==> src/rtl/serial_adder_pkg.sv <==
// Shared definitions for the serial adder sequencing controller.
package serial_adder_pkg;

    localparam int DEF_WIDTH = 4;

    typedef logic [1:0] state_t;

    localparam state_t ST_IDLE  = 2'd0;
    localparam state_t ST_CLEAR = 2'd1;
    localparam state_t ST_SHIFT = 2'd2;
    localparam state_t ST_DONE  = 2'd3;

    // Keep at least one counter bit even for a degenerate 1-bit datapath.
    function automatic int cnt_width(input int w);
        return (w > 1) ? $clog2(w) : 1;
    endfunction

endpackage

==> src/rtl/serial_adder_ctrl_piso.sv <==
// Parallel-load, shift-right register; serial output is bit 0 (LSB first).
module op_piso
    import serial_adder_pkg::*;
#(
    parameter int WIDTH = DEF_WIDTH
) (
    input  logic             clk,
    input  logic             rst,
    input  logic             load,
    input  logic             shift,
    input  logic [WIDTH-1:0] din,
    output logic             sout
);

    logic [WIDTH-1:0] shreg_q;
    logic [WIDTH-1:0] shreg_d;

    // Load wins over shift so a new operand is never corrupted on its capture edge.
    always_comb begin
        shreg_d = shreg_q;
        if (load) begin
            shreg_d = din;
        end else if (shift) begin
            shreg_d = shreg_q >> 1;
        end
    end

    always_ff @(posedge clk) begin
        if (rst) begin
            shreg_q <= '0;
        end else begin
            shreg_q <= shreg_d;
        end
    end

    assign sout = shreg_q[0];

endmodule

==> src/rtl/serial_adder_ctrl.sv <==
// Sequencer for the 4-bit serial adder/accumulator: accepts an operand, optionally
// clears the datapath, then streams the operand LSB-first with SE held for WIDTH clocks.
//
//   state    | meaning
//   ---------+--------------------------------------------------------------
//   IDLE     | waiting for op_valid; op_ready high
//   CLEAR    | one cycle with dp_rstn low (A, B and carry cleared)
//   SHIFT    | WIDTH cycles with dp_se high, dp_si = next operand bit
//   DONE     | one-cycle done pulse; overflow already holds MSB carry-out
module serial_adder_ctrl
    import serial_adder_pkg::*;
#(
    parameter int WIDTH = DEF_WIDTH,
    parameter int CNT_W = cnt_width(WIDTH)
) (
    input  logic             clk,
    input  logic             rst,
    input  logic             op_valid,
    input  logic [WIDTH-1:0] op_data,
    input  logic             op_clr,
    output logic             op_ready,
    input  logic             dp_cout,
    output logic             dp_si,
    output logic             dp_se,
    output logic             dp_rstn,
    output logic             busy,
    output logic             done,
    output logic             overflow
);

    localparam logic [CNT_W-1:0] CNT_LAST = CNT_W'(WIDTH - 1);

    state_t           state_q;
    state_t           state_d;
    logic [CNT_W-1:0] cnt_q;
    logic [CNT_W-1:0] cnt_d;
    logic             overflow_q;
    logic             overflow_d;

    logic             hs;
    logic             sh_load;
    logic             sh_shift;
    logic             sh_sout;

    assign hs = op_valid & op_ready;

    always_comb begin
        state_d    = state_q;
        cnt_d      = cnt_q;
        overflow_d = overflow_q;
        sh_load    = 1'b0;
        sh_shift   = 1'b0;
        case (state_q)
            ST_IDLE: begin
                if (hs) begin
                    sh_load = 1'b1;
                    cnt_d   = '0;
                    state_d = op_clr ? ST_CLEAR : ST_SHIFT;
                end
            end
            ST_CLEAR: begin
                state_d = ST_SHIFT;
            end
            ST_SHIFT: begin
                sh_shift = 1'b1;
                // Last shift: the adder is summing the MSBs, so Cout is the overflow.
                if (cnt_q == CNT_LAST) begin
                    overflow_d = dp_cout;
                    cnt_d      = '0;
                    state_d    = ST_DONE;
                end else begin
                    cnt_d = cnt_q + CNT_W'(1);
                end
            end
            ST_DONE: begin
                state_d = ST_IDLE;
            end
            default: begin
                state_d = ST_IDLE;
            end
        endcase
    end

    always_ff @(posedge clk) begin
        if (rst) begin
            state_q    <= ST_IDLE;
            cnt_q      <= '0;
            overflow_q <= 1'b0;
        end else begin
            state_q    <= state_d;
            cnt_q      <= cnt_d;
            overflow_q <= overflow_d;
        end
    end

    op_piso #(
        .WIDTH (WIDTH)
    ) u_shreg (
        .clk   (clk),
        .rst   (rst),
        .load  (sh_load),
        .shift (sh_shift),
        .din   (op_data),
        .sout  (sh_sout)
    );

    // All outputs decode registered state; rst only gates the ready/clear strobes.
    assign op_ready = (state_q == ST_IDLE) & ~rst;
    assign busy     = (state_q == ST_CLEAR) | (state_q == ST_SHIFT);
    assign dp_se    = (state_q == ST_SHIFT);
    assign dp_si    = (state_q == ST_SHIFT) ? sh_sout : 1'b0;
    assign dp_rstn  = ~(rst | (state_q == ST_CLEAR));
    assign done     = (state_q == ST_DONE);
    assign overflow = overflow_q;

endmodule

==> config.mk <==
export PLATFORM = sky130hd
export DESIGN_NAME = serial_adder_ctrl
export DESIGN_NICKNAME = d
export VERILOG_FILES = /design/src/rtl/serial_adder_pkg.sv /design/src/rtl/serial_adder_ctrl_piso.sv /design/src/rtl/serial_adder_ctrl.sv
export SDC_FILE = /design/constraint.sdc
export NUM_CORES = 1
export LEC_CHECK = 0
export ABC_AREA = 1
export CORE_UTILIZATION = 34
export DETAILED_ROUTE_END_ITERATION = 12
export PLACE_DENSITY = 0.62
export REMOVE_ABC_BUFFERS = 1
export SYNTH_ARGS = -nofsm -noshare
export SYNTH_HDL_FRONTEND = slang
export SYNTH_HIERARCHICAL = 1
export SYNTH_SLANG_ARGS = --single-unit
==> constraint.sdc <==
create_clock -name clk -period 1.75 [get_ports clk]
set_input_delay 0.2625 -clock clk [delete_from_list [all_inputs] [get_ports clk]]
set_output_delay 0.2625 -clock clk [all_outputs]
set_load 0.02 [all_outputs]
# --- After elaboration in Yosys (flattened, before gate mapping) ---
# Cells that the tools add are included.
totals:
  in_bits: 9
  register_bits: 9
  word_cells: 36
  out_inout_bits: 7
op_classes:
  bitwise: 6
  n_reduce_logical: 6
  n_mux: 13
  addsub: 1
  n_eq_ne: 6
ops:
  columns: ["operator", "count"]
  rows:
  - ["two-way mux 2 bit", 5]
  - ["two-way mux 4 bit", 2]
  - ["case mux 2 bit (4 select lines)", 1]
  - ["equality test 2 bit (second input constant)", 3]
  - ["AND reduction 2 bit", 3]
  - ["two-way mux 1 bit", 4]
  - ["case mux 2 bit (2 select lines)", 1]
  - ["nonzero test 2 bit", 2]
  - ["adder 2 x 1 -> 2 bit (second input constant)", 1]
  - ["bitwise AND 1 bit", 2]
  - ["equality test 2 x 1 -> 1 bit (second input constant)", 1]
  - ["zero test 2 bit", 1]
  - ["!= test 2 x 1 -> 1 bit (second input constant)", 1]
  - ["!= test 2 bit (second input constant)", 1]
  - ["NOT 1 bit", 2]
  - ["OR 1 bit", 2]

# --- Longest topological paths before layout ---
logic_depth:
  depth_word: 6
  ltp_mapped: 9
  depth_no_buf: 9

# --- By module ---
# The synthesis kept the hierarchy.
by_module_without_submodules:
  columns: ["mod", "n_inst", "area_each_um2", "seq_area_each_um2", "cells_per_inst"]
  rows:
  - ["serial_adder_ctrl", 1, 365.4, 100.1, 54]
  - ["op_piso", 1, 187.7, 80.1, 29]

# --- Worst setup path before layout ---
# No wires, ideal clock.
synth_timing:
  path_kind: "register -> register"
  startpoint: "register state_q[0]"
  endpoint: "register state_q[1]"
  setup_time_ps: 113
  t_arrival_ps: 1259
  path_slack_ps: 378
  period_less_slack_ps: 1372
  n_path_buf: 0
  path_stages_with_launch: 8
  required_ps: 1637
  cell_sequence: "dfxtp_1 > inv_1 > ha_1 > nand2_1 > nand2_1 > nand2_1 > nand2_1 > nor2_1"
synth_between:
  elab_cells_between_ends: 10
  cone_classes: "eq/ne (5); mux (1); bitwise (2); reduce/logical (2)"
synth_rtl:
  columns: ["element", "line_no", "rtl"]
  rows:
  - ["start: declaration", "serial_adder_ctrl.sv:33", "state_t state_q;"]
  - ["start signal: assignment", "serial_adder_ctrl.sv:90", "state_q <= state_d;"]
  - ["equality test 2 bit *", null, null]
  - ["via dp_se", "serial_adder_ctrl.sv:24", "output logic dp_se,"]
  - ["!= test 2 x 1 -> 1 bit (no line)", null, null]
  - ["AND reduction 2 bit (no line)", null, null]
# The timed path passes the listed nets; every way through them passes the cells marked *.
# A chain may end at the register's enable or synchronous reset.

# --- Worst setup path in the final report ---
layout_timing:
  startpoint: "register state_q[1]"
  endpoint: "output port op_ready"
layout_between:
  elab_chain_len: 2
layout_rtl:
  columns: ["element", "line_no", "rtl"]
  rows:
  - ["zero test 2 bit", "serial_adder_ctrl.sv:108", "assign op_ready = (state_q == ST_IDLE) & ~rst;"]
  - ["bitwise AND 1 bit", "serial_adder_ctrl.sv:108", null]
  - ["end: declaration", "serial_adder_ctrl.sv:21", "output logic op_ready,"]
# No other way between the ends.

==> impl_results.md <==
- Outcome: complete, no violations
- DRC: 0
- R2R setup slack: 0.29 ns
- Synthesis-to-layout area growth: 43.4%
- Final min period: 1.63 ns
- EDFF count, synth: 0
- Gp weighted congestion: 0.792
- Ys async rst share: 0
- Worst setup EP type: output pin
- Clock tree from TritonCTS: done
- Final wirelength: 1.07 mm
- Die Span X: 42.3 µm
- Crit path DAT: 1.37 ns
- Fillers: 147
- Initial antenna violation count: 0
- P_leak: 0.441 nW
- Post-detailed-route wirelength per cell: 8.61 µm
- Synthesized area per cell: 6.66 µm²
- Crit-path slowest cell: dlygate4sd2_1
- Nets: 124
- Met2 Routed Length: 514 µm
- Worst reg2reg path depth: 10
- Max-slew headroom: 0.826
- WP data required: 1.49 ns
- H-tree levels: 1
- Peak Freq: 613 MHz
- Vias per Instance: 4.59
- Register bit total from synthesis: 9
- HPWL Detailed: 860 µm
- Critical Path Source Type: register
- Max rail drop VDD: 0.000780 V
- Post CTS Setup Buffer Count: 0
- Most frequent CP cell: inv_1
- Max Cap Viol: 0
- NetSw: 450 µW
- Post-synthesis cell count: 83
- Final std cells w/o fill: 124
- Drt pass-1 iters: 5
- Pins Over Slew Limit: 0
- Ys flop type: dfxtp_1
- Unrepaired setup endpoints after global routing: no
- Crit-path cells: inv_1, ha_1, inv_1, nor2_1, dlygate4sd2_1
- Logic pwr share: 0.578
- Pre-CTS setup slack: -0.0887 ns
- Cell Pwr Density: 1320 nW/µm²
- Uppermost layer routed: met4
- Mapped Area: 553 µm²
- Antenna Nets Post-Route: 0
- Hold Crit Class: register to register
- Post-synthesis sequential area ratio: 0.326
- Die Y-Extent: 42.3 µm
- 1st-iter DRT viols: 7
- Area after DPL: 768 µm²
- CP top delay family: buffers and inverters
- Worst setup margin: 0.118 ns
- Fin crit share: 0.932
- CP Max Fanout: 4
- P_int: 594 µW
- Fin Clk Skew: 0.00696 ns
- Final Instance Area: 793 µm²
- Clk sinks: 9
- Cell depth of the worst setup path: 5
- Setup-failing EPs final: 0
- Clock share of power: 0.158
- Vias in the first global route: 498
- CTS Buf Count: 3
- Core area: 1510 µm²
- Switching part of the total: 0.431
- Crit. Startpoint: state_q[1]$_SDFFE_PP0P_
- Fin Hold WS: 0.460 ns
- Number of port buffers: 15
- Slowest Stage Delay on Critical Path: 0.34 ns
- Clk root buf: clkbuf_4
- Worst slew pin tran: 0.261 ns
- Worst skew pair latency: 0.27 ns
- I/O pins: 16
- Crit Path Class: register to output pin
- Cell variety after synth: 14
- Synth Warn #: 6
- Num rows: 14
- Worst r2r src: state_q[1]$_SDFFE_PP0P_
- Diodes inserted: 0
- Placed instance count: 120
- Total GRT Usage: 0.144
- Part of the power in registers: 0.264
- Largest net degree at the start of global routing: 7
- Worst hold stages: 2
- Metal3 WL: 59 µm
- GRT Residual Overflow: 0
- Met1 WL: 480 µm
- Post-route core utilization: 0.527
- Worst Path Buf+Inv: 3
- Clk buf depth: 2
- Total number of vias: 569
- Die area: 1790 µm²
- Starting density of the core: 0.367
- Global-route wire length before repair: 1.88 mm
- Share of post-route cells with drive strength above 1: 0.167
- Hold Startpoint: u_shreg/shreg_q[3]$_SDFFE_PP0P_
- Fin. Hold Viols: 0
- CTS clock-pin slew for the worst setup and hold paths: 0.07 ns
synthesized netlist by cell type, types with 2 or more instances:
library cell	instances	area share
nand2_1	26	0.18
inv_1	14	0.095
dfxtp_1	9	0.33
nand3_1	8	0.072
nor2_1	7	0.048
ha_1	6	0.14
a21oi_1	4	0.036
inv_2	2	0.014
o21ai_2	2	0.032
kinds of logic (layout without fill, tap and decap cells):
logic type               count (synthesis)  after routing  share of synthesized area
AND/OR/NAND/NOR                         44             44                      0.337
buffers and inverters                   16             41                      0.109
flip-flops                               9              9                      0.326
AO/OA/AOI/OAI                            8              8                     0.0928
adder cells (fa/ha/maj)                  6              6                      0.136
final timing paths:
| path | to |
|---|---|
| max | op_ready |
| max reg2reg | u_shreg/shreg_q[1]$_SDFFE_PP0P_ |
| min reg2reg | u_shreg/shreg_q[3]$_SDFFE_PP0P_ |
| min | u_shreg/shreg_q[3]$_SDFFE_PP0P_ |
routing by layer:
layer  vias up  GRT usage
met2        15      0.249
met3         2     0.0776
li1        304          -
met5         -          0
met1       248      0.143
met4         0     0.0563
power by group through the flow:
stage | Clock (mW) | Sequential (mW) | Combinational (mW)
3_3_place_gp | 0 | 0.279 | 0.647
5_1_grt | 0.190 | 0.281 | 0.680
2_1_floorplan | 0 | 0.279 | 0.406
6_report | 0.165 | 0.275 | 0.603
4_1_cts | 0.175 | 0.276 | 0.612
3_5_place_dp | 0 | 0.280 | 0.639
cell usage in the layout, fill, tap and decap left out, drive strengths merged:
master and count:
a21oi 5, buf 6, clkbuf 4, clkdlybuf4s50 9, dfxtp 9, dlygate4sd2 5, dlymetal6s2s 1, ha 6
inv 16, nand2 27, nand3 9, nor2 8, o21ai 3
metrics by stage:
step	power, mW	setup TNS (ns)
CTS	1.06	0
global placement	0.926	-0.199
floorplan	0.684	0
global route	1.15	0
detailed placement	0.920	-0.166
finish	1.04	0
what timing repair did:
item	in CTS	in global routing
hold buffers	0	0
cloned	0	0
setup endpoints to repair	5	1
endpoints found under the hold margin	0	0
resized for setup	6	1
flip-flops by register name, summed over array words and instances (netlist names):
| register | count |
|---|---|
| u_shreg/shreg_q | 4 |
| overflow | 1 |
| cnt_q | 2 |
| state_q | 2 |
cell type report:
class | instances | area (µm²) | share of cell area
multi-input cells | 58 | 315 | 0.397
repair buffers | 21 | 191 | 0.241
flip-flops and latches | 9 | 180 | 0.227
inverters | 16 | 60.1 | 0.0757
clock buffers | 4 | 26.3 | 0.0331
well taps | 16 | 20.0 | 0.0252
tightest hold or removal path, delay by kind of cell (launching register included):
| family | cells | cell delay (ns) |
|---|---|---|
| DFF | 1 | 0.31 |
| AOI/OAI and AO/OA | 1 | 0.05 |
| and+or+nand+nor | 1 | 0.06 |
No activity file was read; power rests on OpenSTA's default activity.
